$ cat src/rtl/led_pattern_sequencer.sv
// Plays LED blink patterns one bit per PRESCALE-cycle slot, with one active
// pattern, a one-entry pending buffer, looped/one-shot playback and abort.
module led_pattern_sequencer #(
  parameter int PAT_W    = 32,
  parameter int PRESCALE = 1048576,
  parameter int LEN_W    = 6
) (
  input  logic             CLK,
  input  logic             RST_N,
  input  logic [PAT_W-1:0] PAT_DATA,
  input  logic [LEN_W-1:0] PAT_LEN,
  input  logic             PAT_LOOP,
  input  logic             PAT_VALID,
  output logic             PAT_READY,
  input  logic             ABORT,
  output logic             LED,
  output logic             BUSY,
  output logic             DONE
);

  localparam int PS_W = (PRESCALE > 1) ? $clog2(PRESCALE) : 1;
  localparam logic [PS_W-1:0]  PS_MAX   = PS_W'(PRESCALE - 1);
  localparam logic [LEN_W-1:0] MAX_LAST = LEN_W'(PAT_W - 1);
  localparam logic [LEN_W:0]   PAT_W_X  = (LEN_W + 1)'(PAT_W);

  typedef enum logic {IDLE, PLAY} state_t;

  state_t             state, state_n;
  logic [PAT_W-1:0]   act_data, act_data_n, pend_data, pend_data_n;
  logic [LEN_W-1:0]   act_last, act_last_n, pend_last, pend_last_n;
  logic               act_loop, act_loop_n, pend_loop, pend_loop_n;
  logic               pend_full, pend_full_n;
  logic [PS_W-1:0]    presc, presc_n;
  logic [LEN_W-1:0]   bit_idx, bit_idx_n;
  logic               led_n, busy_n, done_n;
  logic [PAT_W-1:0]   led_shift;
  logic [LEN_W-1:0]   cap_last;
  logic               xfer, wrap, end_pat;

  // Handshake: a pattern transfers on any posedge where PAT_VALID && PAT_READY;
  // upstream holds PAT_DATA/PAT_LEN/PAT_LOOP stable while PAT_VALID && !PAT_READY.
  assign PAT_READY = RST_N && !ABORT && !pend_full;
  assign xfer      = PAT_VALID && PAT_READY;

  // Store the index of the last bit so PAT_W=2^LEN_W still fits in LEN_W bits.
  assign cap_last = ((PAT_LEN == '0) || ({1'b0, PAT_LEN} > PAT_W_X))
                    ? MAX_LAST : (PAT_LEN - LEN_W'(1));

  assign wrap    = (presc == PS_MAX);
  assign end_pat = wrap && (bit_idx == act_last);

  always_comb begin
    state_n     = state;
    act_data_n  = act_data;
    act_last_n  = act_last;
    act_loop_n  = act_loop;
    pend_full_n = pend_full;
    pend_data_n = pend_data;
    pend_last_n = pend_last;
    pend_loop_n = pend_loop;
    presc_n     = presc;
    bit_idx_n   = bit_idx;
    done_n      = 1'b0;

    if (ABORT) begin
      state_n     = IDLE;
      pend_full_n = 1'b0;
      presc_n     = '0;
      bit_idx_n   = '0;
    end else begin
      case (state)
        IDLE: begin
          if (xfer) begin
            state_n    = PLAY;
            act_data_n = PAT_DATA;
            act_last_n = cap_last;
            act_loop_n = PAT_LOOP;
            presc_n    = '0;
            bit_idx_n  = '0;
          end
        end
        PLAY: begin
          if (!wrap) begin
            presc_n = presc + PS_W'(1);
          end else begin
            presc_n = '0;
            if (bit_idx != act_last) begin
              bit_idx_n = bit_idx + LEN_W'(1);
            end else begin
              bit_idx_n = '0;
              if (pend_full) begin
                act_data_n  = pend_data;
                act_last_n  = pend_last;
                act_loop_n  = pend_loop;
                pend_full_n = 1'b0;
              end else if (xfer) begin
                act_data_n = PAT_DATA;
                act_last_n = cap_last;
                act_loop_n = PAT_LOOP;
              end else if (!act_loop) begin
                state_n = IDLE;
                done_n  = 1'b1;
              end
            end
          end
          // Mid-pattern offers wait in pending until the current pass ends.
          if (xfer && !end_pat) begin
            pend_full_n = 1'b1;
            pend_data_n = PAT_DATA;
            pend_last_n = cap_last;
            pend_loop_n = PAT_LOOP;
          end
        end
        default: state_n = IDLE;
      endcase
    end

    led_shift = act_data_n >> bit_idx_n;
    busy_n    = (state_n == PLAY);
    led_n     = busy_n && led_shift[0];
  end

  always_ff @(posedge CLK) begin
    if (!RST_N) begin
      state     <= IDLE;
      act_data  <= '0;
      act_last  <= '0;
      act_loop  <= 1'b0;
      pend_full <= 1'b0;
      pend_data <= '0;
      pend_last <= '0;
      pend_loop <= 1'b0;
      presc     <= '0;
      bit_idx   <= '0;
      LED       <= 1'b0;
      BUSY      <= 1'b0;
      DONE      <= 1'b0;
    end else begin
      state     <= state_n;
      act_data  <= act_data_n;
      act_last  <= act_last_n;
      act_loop  <= act_loop_n;
      pend_full <= pend_full_n;
      pend_data <= pend_data_n;
      pend_last <= pend_last_n;
      pend_loop <= pend_loop_n;
      presc     <= presc_n;
      bit_idx   <= bit_idx_n;
      LED       <= led_n;
      BUSY      <= busy_n;
      DONE      <= done_n;
    end
  end

endmodule

$ cat config.mk
export PLATFORM = sky130hd
export DESIGN_NAME = led_pattern_sequencer
export DESIGN_NICKNAME = d
export VERILOG_FILES = /design/src/rtl/led_pattern_sequencer.sv
export SDC_FILE = /design/constraint.sdc
export NUM_CORES = 1
export LEC_CHECK = 0
export ABC_AREA = 1
export BUFFER_PORTS_ARGS = -buffer_cell sky130_fd_sc_hd__buf_2
export CAP_MARGIN = 20
export CORE_UTILIZATION = 51
export DETAILED_ROUTE_END_ITERATION = 10
export HOLD_SLACK_MARGIN = 0.02
export MAX_ROUTING_LAYER = met4
export PLACE_DENSITY = 0.69
export SLEW_MARGIN = 40
export SYNTH_ARGS = -nofsm -noshare
export SYNTH_HDL_FRONTEND = slang
export SYNTH_SLANG_ARGS = --single-unit
$ cat constraint.sdc
create_clock -name CLK -period 4.75 [get_ports CLK]
set_clock_uncertainty 0.1 [all_clocks]
set_input_delay 0.2375 -clock CLK [delete_from_list [all_inputs] [get_ports CLK]]
set_output_delay 0.2375 -clock CLK [all_outputs]
set_load 0.005 [all_outputs]
# Word-level counts from Yosys, hierarchy flattened
# Cells that the tools add are included.
classes:
  order_cmp: 1
  muxes: 37
  bitwise: 4
  add_sub_neg: 3
  shifts: 1
  eq_ne: 7
  n_reduce_logical: 17
ops:
  columns: ["op", "count"]
  rows:
  - ["two-way mux 32 bit", 5]
  - ["case mux 32 bit (2 select lines)", 1]
  - ["two-way mux 6 bit", 9]
  - ["two-way mux 20 bit", 2]
  - ["case mux 20 bit (2 select lines)", 1]
  - ["right shift 32 x 6 -> 1 bit", 1]
  - ["case mux 6 bit (2 select lines)", 2]
  - ["adder 20 x 1 -> 20 bit, second input constant", 1]
  - ["== test 20 bit, second input constant", 1]
  - ["two-way mux 1 bit", 15]
  - ["AND reduction 3 bit", 3]
  - ["OR reduction 7 bit", 1]
  - ["adder 6 x 1 -> 6 bit, second input constant", 1]
  - ["== test 6 bit", 1]
  - ["> comparator 6 bit, second input constant", 1]
  - ["logical AND 1 bit", 6]
  - ["zero test 6 bit", 1]
  - ["!= test 6 bit", 1]
  - ["subtractor 6 x 1 -> 6 bit, second input constant", 1]
  - ["!= test 2 x 1 -> 1 bit, second input constant", 2]
  - ["!= test 2 bit, second input constant", 2]
  - ["inverter 1 bit", 4]
  - ["case mux 1 bit (2 select lines)", 2]
  - ["zero test 1 bit", 3]
  - ["other kinds (3)", 3]
totals:
  regBits: 108
  word_cells: 82

# Longest topological paths before layout
# Gate-level depths: netlist (run 1).
logic_depth:
  ltp_word: 12
  mapped_depth: 20
  mapped_depth_nobuf: 20

# Worst setup path after synthesis (run 1)
# OpenSTA, ideal clock, no wires.
synth_path:
  path_type: "reg2reg"
  start: "reg presc[1]"
  end: "reg LED"
  path_stages_with_launch: 18
  synth_period_minus_slack_ns: 2.138
  setup_time_ns: 0.115
  arrival_time_ns: 1.923
  slack_ns: 2.612
  path_cell_list: "dfxtp_1 > ha_1 > nand2_1 > nor2_2 > nand2_2 > nor2_8 > nand3_4 > nor2_8 > nand2_4 > nand2_2 > nor2_4 > buf_6 > nand3_1 > nand3_1 > nand3_1 > nand3_1 > a21oi_1 > nor2_1"
synth_between:
  elab_chain_cells: 6
synth_rtl:
  columns: ["element", "line", "rtl"]
  rows:
  - ["start: declaration", "33", "logic [PS_W-1:0] presc, presc_n;"]
  - ["start signal: assignment", "147", "presc <= presc_n;"]
  - ["== test 20 bit (*)", "49", "assign wrap = (presc == PS_MAX);"]
  - ["two-way mux 32 bit / two-way mux 6 bit (equally long branches)", "83", "if (!wrap) begin"]
  - ["case mux 32 bit (2 select lines) / case mux 6 bit (2 select lines) (equally long branches)", "71", "case (state)"]
  - ["two-way mux 32 bit / two-way mux 6 bit (equally long branches)", "65", "if (ABORT) begin"]
  - ["right shift 32 x 6 -> 1 bit", "118", "led_shift = act_data_n >> bit_idx_n;"]
  - ["logical AND 1 bit (*)", "120", "led_n = busy_n && led_shift[0];"]
  - ["end signal: assignment", "149", "LED <= led_n;"]
  - ["end: declaration", "16", "output logic LED,"]
# Mark *: on every way between the ends. The rest lies on a longest branch, timed or not.
# A chain may end at the register's enable or synchronous reset.

# Worst setup path after layout (run 1)
# Same ends and word-level chain as after synthesis.

==> impl_metrics.json, run 1 <==
{
  "layout-drive-gt1-share_pct": 11.5,
  "rsz0062_at_grt": "no",
  "synth_fp_nets": 1082,
  "min-delay-start": "PAT_DATA[15]",
  "switchingPower_w": 0.000500,
  "setup_viol": 0,
  "p_int_w": 0.00140,
  "clkSinkCount": 108,
  "place_worst_setup_slack_ps": 1630,
  "worstReg2RegEnd": "LED",
  "slew_headroom_pct": 47.1,
  "yosysTopAreaCell": "dfxtp_1",
  "areaGrowthSynthToFinish_pct": 8.10,
  "cts.clk_slew.worst_paths_ps": 70,
  "synthFlopType": "dfxtp_1",
  "synth.top_cell.area_share_pct": 33.1,
  "worstPathMaxFanout": 27,
  "synth_common_cells": "291 x nand2_1, 113 x nor2_1, 108 x dfxtp_1, 103 x nand3_1, 94 x inv_1",
  "dp_hpwl_um": 11000,
  "cp.depth": 17,
  "rr_startpoint": "presc[1]",
  "grt_overflow_total": 0,
  "ys_ff_latch": 108,
  "ir_drop_uv": 256,
  "max_freq_mhz": 323,
  "drt-total-wl_um": 17100,
  "firstDrtPassIters": 5,
  "switching_share_pct": 26.2,
  "cpMostUsedCell": "nand3_1",
  "place.port_buffers": 46,
  "dp_cells": 1206,
  "cts_buffers": 9,
  "endpoint": "LED",
  "grt_pass1_wl_um": 29000,
  "synth.distinct_cells": 51,
  "htreeDepth": 3,
  "finalWorstSetupSlack_ps": 1660,
  "tightest_slew_ps": 792,
  "cts_buffer_depth": 2,
  "crit_path_end_kind": "flop",
  "arrival_ps": 3300,
  "routabilityCongestion": 0.838,
  "power.share.clock_pct": 39.0,
  "cts_tree": "done",
  "cp_top_family": "simple AND/OR/NAND/NOR gates",
  "holdCritPathClass": "in2reg",
  "clk_latency_ps": 360,
  "crit_path_start": "presc[1]",
  "die-area_mm2": 0.0133,
  "wire_per_inst_um": 14.0,
  "grt_pass1_vias": 5939,
  "min_period_over_period_pct": 65.1,
  "ant_nets": 0,
  "syn_area_per_cell_um2": 6.32,
  "syn_inst": 1035,
  "via_per_inst": 5.30,
  "fp-row-count": 40,
  "min_period_ps": 3090,
  "vias": 6472,
  "critPathLaunchType": "flop",
  "powerDensity_mw_per_mm2": 269,
  "finalHoldViolations": 0,
  "ys_async_sr_fraction_pct": 0,
  "r2r_setup_slack_ps": 1660,
  "die_w_um": 115,
  "power_frac_comb_pct": 12.1,
  "final_cells": 1221,
  "maxSlewViolCount": 0,
  "yosysMostFrequentCell": "nand2_1",
  "yosys_warnings": 0,
  "outcome": "finished clean",
  "die_h_um": 115,
  "start_util_pct": 53.3,
  "worstPathCellList": "ha_1 -> nand3_1 -> nor2_2 -> nand3_2 -> nand2_4 -> nand2_4 -> nor2_2 -> inv_1 -> nand2_1 -> nand3_1 -> nand3_1 -> nand3_1 -> nand3_1 -> nand2_1 -> nand2_1 -> nand2_1 -> nor2_1",
  "seq_area_frac_synth_pct": 33.1,
  "pwr-share-seq_pct": 49.0,
  "cpMaxStageDelayCell": "nor2_2",
  "yosys-top-cells-area": "dfxtp_1 33%, nand2_1 17%, nand3_1 7.9%",
  "cts-resized-gates": 0,
  "grt_start_max_net_pins": 48,
  "diodes": 0,
  "slowest_delay_ps": 480,
  "grt_use_total_pct": 28.9,
  "synth_edf_count": 0,
  "netlist_area_mm2": 0.00654,
  "ctsHoldBuffers": 1,
  "maxCapViolCount": 0,
  "nNetsFinal": 1097,
  "cts_setup_buffers": 0,
  "leakage_nw": 3.03,
  "fin_setup_tns_ps": 0,
  "io_pins": 47,
  "cts_root_buf": "clkbuf_16",
  "path_buf_inv": 1,
  "worstSetupPathType": "reg2reg",
  "dr.first_iter.drc_count": 508,
  "coreArea_mm2": 0.0123,
  "power.total_w": 0.00190,
  "rr_worst_depth": 17,
  "antenna_found_initial": 0,
  "drcViolationCount": 0,
  "whs_ps": 37.8,
  "cp.required_ps": 4960
}
[worst min-delay path: cells and delay by family]
| family | cells | cell delay (ps) |
|---|---|---|
| buf+inv | 2 | 150 |
| compound gates | 1 | 60 |
[per-layer routing]
layer	part of all wire (%)	up-vias	GRT usage, %
met2	47	163	47.6
met4	1.6	0	9.09
met1	47	2890	36.3
met5	0	-	-
met3	5.0	23	4.32
li1	-	3396	-
[through the flow]
step           util [%]  instance area (um2)
4_1_cts            57.6                 7070
5_1_grt            57.6                 7070
3_3_place_gp       55.3                 6780
6_report           57.6                 7070
2_1_floorplan         -                 6540
3_5_place_dp       55.3                 6780
[placed cells by master, fill, tap and decap left out, types with 9 or more instances in the layout]
master     synthesis  final
buf_2             14     46
a221oi_1           9      9
inv_2             10     10
nand2_1          291    291
dfxtp_1          108    108
clkbuf_16          0      9
nor2_1           113    113
nand3_1          103    103
nand4_1           13     13
inv_1             94     94
o21ai_0           70     70
buf_4              9     13
o21ai_1           29     29
a21oi_1           60     60
[power by group through the flow]
stage | logic [W] | registers, W | clock network [W]
2_1_floorplan | 0.000170 | 0.000950 | 0
3_3_place_gp | 0.000227 | 0.000953 | 0
3_5_place_dp | 0.000228 | 0.000953 | 0
4_1_cts | 0.000230 | 0.000932 | 0.000760
5_1_grt | 0.000264 | 0.000934 | 0.000790
6_report | 0.000230 | 0.000933 | 0.000742
[layout make-up]
cell class / instances / area (um2)
clock buffers: 9 / 225
clock inverters: 5 / 55.1
fillers: 1318 / 5200
inverters: 107 / 408
multi-input cells: 764 / 3670
flip-flops and latches: 108 / 2160
well taps: 168 / 210
repair buffers: 60 / 338
[cells by family (layout without fill, tap and decap cells)]
group                      after synthesis  after routing  share of synthesized area [%]
DFF                                    108            108                           33.1
xor gates and xnor gates                 4              4                          0.536
and+or+nand+nor                        560            560                           38.0
adders and majority gates                4              4                          0.766
buffers and inverters                  163            181                           10.8
AOI/OAI and AO/OA                      196            196                           16.8
[state kept, by name (all words and copies together), names as in the netlist]
name,count
pend_last,6
bit_idx,6
DONE,1
pend_full,1
presc,20
LED,1
state,1
act_last,6
pend_loop,1
act_loop,1
act_data,32
pend_data,32
[worst min-delay path by stage]
stage / end / slack, ps / cells past startpoint
6_report: pend_data[15] / 40 / 3
2_1_floorplan: pend_last[0] / 240 / 1
4_1_cts: pend_data[6] / 30 / 3
5_1_grt: pend_data[6] / 40 / 3
3_3_place_gp: pend_last[0] / 340 / 2
3_5_place_dp: pend_data[30] / 350 / 2
(Power assumes the default switching activity.)
==> inputs of run 2 (changes only) <==
--- a/config.mk
+++ b/config.mk
@@ -12,7 +12,7 @@
 export DETAILED_ROUTE_END_ITERATION = 10
 export HOLD_SLACK_MARGIN = 0.02
 export MAX_ROUTING_LAYER = met4
-export PLACE_DENSITY = 0.69
+export PLACE_DENSITY = 0.72
 export SLEW_MARGIN = 40
 export SYNTH_ARGS = -nofsm -noshare
 export SYNTH_HDL_FRONTEND = slang
==> constraint.sdc (replaced) <==
create_clock -name CLK -period 2.55 [get_ports CLK]
set_clock_uncertainty 0.1 [all_clocks]
set_input_delay 0.1275 -clock CLK [delete_from_list [all_inputs] [get_ports CLK]]
set_output_delay 0.1275 -clock CLK [all_outputs]
set_load 0.005 [all_outputs]
==> impl_metrics.json, run 2 (synthesis results as in run 1) <==
{
  "critPathLaunchType": "flop",
  "cts_tree": "done",
  "powerDensity_mw_per_mm2": 467,
  "drt-total-wl_um": 17900,
  "rsz0062_at_grt": "yes",
  "min_period_over_period_pct": 100,
  "switchingPower_w": 0.000949,
  "grt_use_total_pct": 28.9,
  "slowest_delay_ps": 360,
  "worstSetupPathType": "reg2reg",
  "dr.first_iter.drc_count": 540,
  "antenna_found_initial": 0,
  "grt_pass1_wl_um": 29500,
  "cts_root_buf": "clkbuf_16",
  "pwr-share-seq_pct": 47.8,
  "worstPathCellList": "ha_4 -> nand2_4 -> nor2_4 -> nand2_4 -> nor2_8 -> nand4_4 -> nor2_4 -> clkbuf_16 -> a21oi_2 -> nand2_1 -> nand3_1 -> nand2_1 -> nand2_1 -> nand3_1 -> nand3_1 -> nand2_1 -> nand2_1 -> nand2_1 -> nor2_1",
  "grt_overflow_total": 0,
  "crit_path_end_kind": "flop",
  "post-route-util_pct": 63.4,
  "worstPathMaxFanout": 8,
  "fp-row-count": 40,
  "min-delay-start": "PAT_LEN[4]",
  "grt_start_max_net_pins": 48,
  "die_h_um": 115,
  "holdCritPathClass": "in2reg",
  "grt_pass1_vias": 6308,
  "finalWorstSetupSlack_ps": -1.29,
  "power.share.clock_pct": 38.7,
  "tightest_slew_ps": 483,
  "clkSinkCount": 108,
  "coreArea_mm2": 0.0123,
  "finalHoldViolations": 0,
  "placed_area_mm2": 0.00696,
  "cts.clk_slew.worst_paths_ps": 70,
  "rr_startpoint": "presc[1]",
  "cts_buffer_depth": 2,
  "nNetsFinal": 1159,
  "setup_viol": 1,
  "die_w_um": 115,
  "p_int_w": 0.00268,
  "place.port_buffers": 46,
  "fin_setup_tns_ps": -1.29,
  "final_area_mm2": 0.00777,
  "vias": 6858,
  "routabilityCongestion": 0.863,
  "arrival_ps": 2710,
  "outcome": "finished with violations",
  "drcViolationCount": 0,
  "multi_input_area_mm2": 0.00373,
  "diodes": 0,
  "dp_hpwl_um": 11800,
  "firstDrtPassIters": 5,
  "place_worst_setup_slack_ps": 46.0,
  "layout-drive-gt1-share_pct": 14.1,
  "wire_per_inst_um": 13.9,
  "cts_buffers": 9,
  "maxSlewViolCount": 0,
  "final_cells": 1285,
  "die-area_mm2": 0.0133,
  "max_freq_mhz": 392,
  "maxCapViolCount": 0,
  "ant_nets": 0,
  "dp_cells": 1225,
  "top_regs": "act_data (32), pend_data (32), presc (20)",
  "slew_headroom_pct": 67.8,
  "areaGrowthSynthToFinish_pct": 18.9,
  "ir_drop_uv": 528,
  "violations": "negative setup slack",
  "htreeDepth": 3,
  "min_period_ps": 2550,
  "switching_share_pct": 26.1,
  "via_per_inst": 5.34,
  "seq_area_mm2": 0.00217,
  "io_pins": 47,
  "layout_commonest_cell": "nand2_1",
  "crit_path_start": "presc[1]",
  "fillers": 1178,
  "power_frac_comb_pct": 13.5,
  "start_util_pct": 53.3,
  "leakage_nw": 3.39,
  "final_cell_mix": "288 x nand2_1, 112 x nor2_1, 106 x dfxtp_1",
  "clk_latency_ps": 360,
  "cpMaxStageDelayCell": "dfxtp_4",
  "cpMostUsedCell": "nand2_1",
  "cp.required_ps": 2710
}
[run 2: through the flow]
| stage | power [W] | hold slack [ps] |
|---|---|---|
| 4_1_cts | 0.00364 | 36.1 |
| 6_report | 0.00363 | 48.5 |
| 3_3_place_gp | 0.00221 | 235 |
| 5_1_grt | 0.00376 | 59.6 |
| 2_1_floorplan | 0.00209 | 128 |
| 3_5_place_dp | 0.00222 | 230 |
[run 2: timing repair]
item	in CTS	in global routing
endpoints found under the setup margin	0	1
buffers inserted	0	7
resized for setup	0	16
hold buffers	34	0
hold endpoints to repair	34	0
[run 2: final cells by class]
type,count,share of cell area (%)
Inverter,107,5.25
Tap cell,168,2.70
Sequential cell,108,27.9
Clock inverter,4,0.628
Clock buffer,12,3.04
Multi-Input combinational cell,764,47.9
Timing Repair Buffer,122,12.5
[run 2: per-layer routing]
layer / global-route usage, % / vias to the layer above / share of wire, %
met2: 47.7 / 198 / 48
met3: 5.75 / 22 / 5.8
met4: 8.05 / 0 / 1.5
met5: - / - / 0
met1: 35.8 / 3096 / 45
li1: - / 3542 / -
[run 2: power groups by stage]
| stage | clock [W] | combinational, W | sequential, W |
|---|---|---|---|
| after global routing | 0.00147 | 0.000554 | 0.00174 |
| after CTS | 0.00142 | 0.000483 | 0.00174 |
| after global placement | 0 | 0.000436 | 0.00178 |
| after detailed placement | 0 | 0.000440 | 0.00177 |
| after floorplan | 0 | 0.000316 | 0.00177 |
| final | 0.00141 | 0.000491 | 0.00173 |
[run 2: worst paths after layout]
check	cells past startpoint	endpoint	slack [ps]
worst max-delay path	19	LED	-1
worst min-delay path	3	pend_last[4]	50
worst max register to register	19	LED	-1
worst min register to register	2	pend_data[21]	350
[run 2: critical path, delay by kind of cell, from the launching register on]
| family | cells | cell delay (ps) |
|---|---|---|
| flip-flops | 1 | 360 |
| buffers and inverters | 1 | 220 |
| AO/OA/AOI/OAI | 1 | 50 |
| AND/OR/NAND/NOR | 16 | 1570 |
| adder cells (fa/ha/maj) | 1 | 150 |
==> inputs of run 3 (changes only) <==
--- a/config.mk
+++ b/config.mk
@@ -6,7 +6,7 @@
 export NUM_CORES = 1
 export LEC_CHECK = 0
 export ABC_AREA = 1
-export BUFFER_PORTS_ARGS = -buffer_cell sky130_fd_sc_hd__buf_2
+export BUFFER_PORTS_ARGS = -buffer_cell sky130_fd_sc_hd__clkbuf_2
 export CAP_MARGIN = 20
 export CORE_UTILIZATION = 51
 export DETAILED_ROUTE_END_ITERATION = 10
==> impl_metrics.json, run 3 (synthesis results as in run 1) <==
{
  "coreArea_mm2": 0.0123,
  "power.total_w": 0.00372,
  "finalHoldViolations": 0,
  "maxSlewViolCount": 0,
  "grt_use_total_pct": 28.5,
  "fin_setup_tns_ps": 0,
  "fillers": 1172,
  "cp.required_ps": 2710,
  "worstPathMaxFanout": 7,
  "cp_top_family": "simple AND/OR/NAND/NOR gates",
  "cts_buffer_depth": 2,
  "final_cell_mix": "286 x nand2_1, 112 x nor2_1, 106 x dfxtp_1",
  "fp-row-count": 40,
  "cts.clk_slew.worst_paths_ps": 70,
  "die_h_um": 115,
  "nNetsFinal": 1161,
  "cpMostUsedCell": "nand2_1",
  "slowest_delay_ps": 360,
  "min_period_ps": 2520,
  "holdCritPathClass": "in2reg",
  "critPathLaunchType": "flop",
  "io_pins": 47,
  "grt_start_max_net_pins": 48,
  "arrival_ps": 2680,
  "clkSinkCount": 108,
  "drt-total-wl_um": 18100,
  "whs_ps": 44.1,
  "outcome": "finished clean",
  "firstDrtPassIters": 8,
  "place_worst_setup_slack_ps": 122,
  "powerDensity_mw_per_mm2": 476,
  "place.port_buffers": 46,
  "ir_drop_uv": 404,
  "htreeDepth": 3,
  "layout-drive-gt1-share_pct": 14.5,
  "met1_usage_pct": 35.1,
  "grt_pass1_vias": 6203,
  "top_usage_layer": "met2",
  "top_regs": "act_data (32), pend_data (32), presc (20)",
  "antenna_found_initial": 0,
  "slew_headroom_pct": 68.8,
  "grt_use_met2_pct": 47.9,
  "cts_tree": "done",
  "cpMaxStageDelayCell": "dfxtp_2",
  "routabilityCongestion": 0.860,
  "drcViolationCount": 0,
  "maxCapViolCount": 0,
  "path_buf_inv": 2,
  "diodes": 0,
  "worstSetupPathType": "reg2reg",
  "die-area_mm2": 0.0133,
  "tightest_slew_ps": 464,
  "clk_latency_ps": 360,
  "setup_viol": 0,
  "rsz0062_at_grt": "yes",
  "max_freq_mhz": 397,
  "dp_hpwl_um": 11500,
  "grt_use_met3_pct": 5.43,
  "grt_pass1_wl_um": 29200,
  "worstPathCellList": "ha_4 -> nand2_4 -> nor2_4 -> nand2_4 -> nor2_8 -> nand4_4 -> nor2_4 -> buf_6 -> clkbuf_16 -> nand2_1 -> nand2_1 -> o21ai_1 -> nand2_1 -> nand3_1 -> nand3_1 -> nand3_2 -> a21oi_1 -> nor2_1",
  "layout_commonest_cell": "nand2_1",
  "dr.first_iter.drc_count": 497,
  "start_util_pct": 53.3,
  "finalWorstSetupSlack_ps": 32.1,
  "grt_overflow_total": 0,
  "min_period_over_period_pct": 98.7,
  "cts_root_buf": "clkbuf_16",
  "crit_path_end_kind": "flop",
  "wire_per_inst_um": 14.0,
  "areaGrowthSynthToFinish_pct": 19.6,
  "cts_buffers": 9,
  "die_w_um": 115,
  "via_per_inst": 5.31,
  "leakage_nw": 3.42,
  "vias": 6833,
  "ant_nets": 0
}
[run 3: cell types whose count changed in the layout (fill, tap and decap cells not counted), moves of 4 or more]
cell and change:
clkbuf_2 +46, nand3_2 +4, nand3_1 -4, buf_2 -46
[run 3: final cells by class]
cell class	instances	area, um2	area share [%]
Clock inverter	2	60.1	0.768
Tap cell	168	210	2.69
Sequential cell	108	2160	27.7
Clock buffer	13	240	3.07
Timing Repair Buffer	124	985	12.6
Multi-Input combinational cell	764	3750	48.0
Inverter	107	408	5.22
[run 3: power by group]
| part | switching (W) | internal (W) |
|---|---|---|
| Sequential | 0.0000193 | 0.00172 |
| Clock | 0.000638 | 0.000859 |
| Combinational | 0.000294 | 0.000197 |
| Total | 0.000951 | 0.00277 |
[run 3: metrics by stage]
step | instances | instance area, um2 | utilization [%]
after floorplan | 1035 | 6540 | -
after global placement | 1224 | 6940 | 56.6
after global routing | 1286 | 7820 | 63.8
after detailed placement | 1224 | 6940 | 56.6
after CTS | 1273 | 7580 | 61.8
final | 1286 | 7820 | 63.8
[run 3: tightest hold or removal path: stages]
cell and delay [ps]:
clkbuf_2 110, xnor2_1 140, a31oi_1 80
[run 3: path summary, 6_finish.rpt]
| kind | slack, ps | to | cells past startpoint | startpoint |
|---|---|---|---|---|
| setup / recovery | 30 | LED | 18 | presc[1] |
| hold / removal | 40 | pend_last[4] | 3 | PAT_LEN[4] |
| setup reg to reg | 30 | LED | 18 | presc[1] |
| hold reg to reg | 350 | pend_data[21] | 2 | pend_data[21] |
[run 3: metal layers]
metal	share of wire, %	routed length [um]
met5	0	0
met2	48	8590
met3	4.9	876
met1	46	8290
met4	1.6	297
[run 3: repair_timing]
action	in CTS	in global routing
endpoints found under the setup margin	0	1
endpoints found under the hold margin	34	0
hold buffers	34	0
gates resized for setup	0	24
setup buffers	0	11
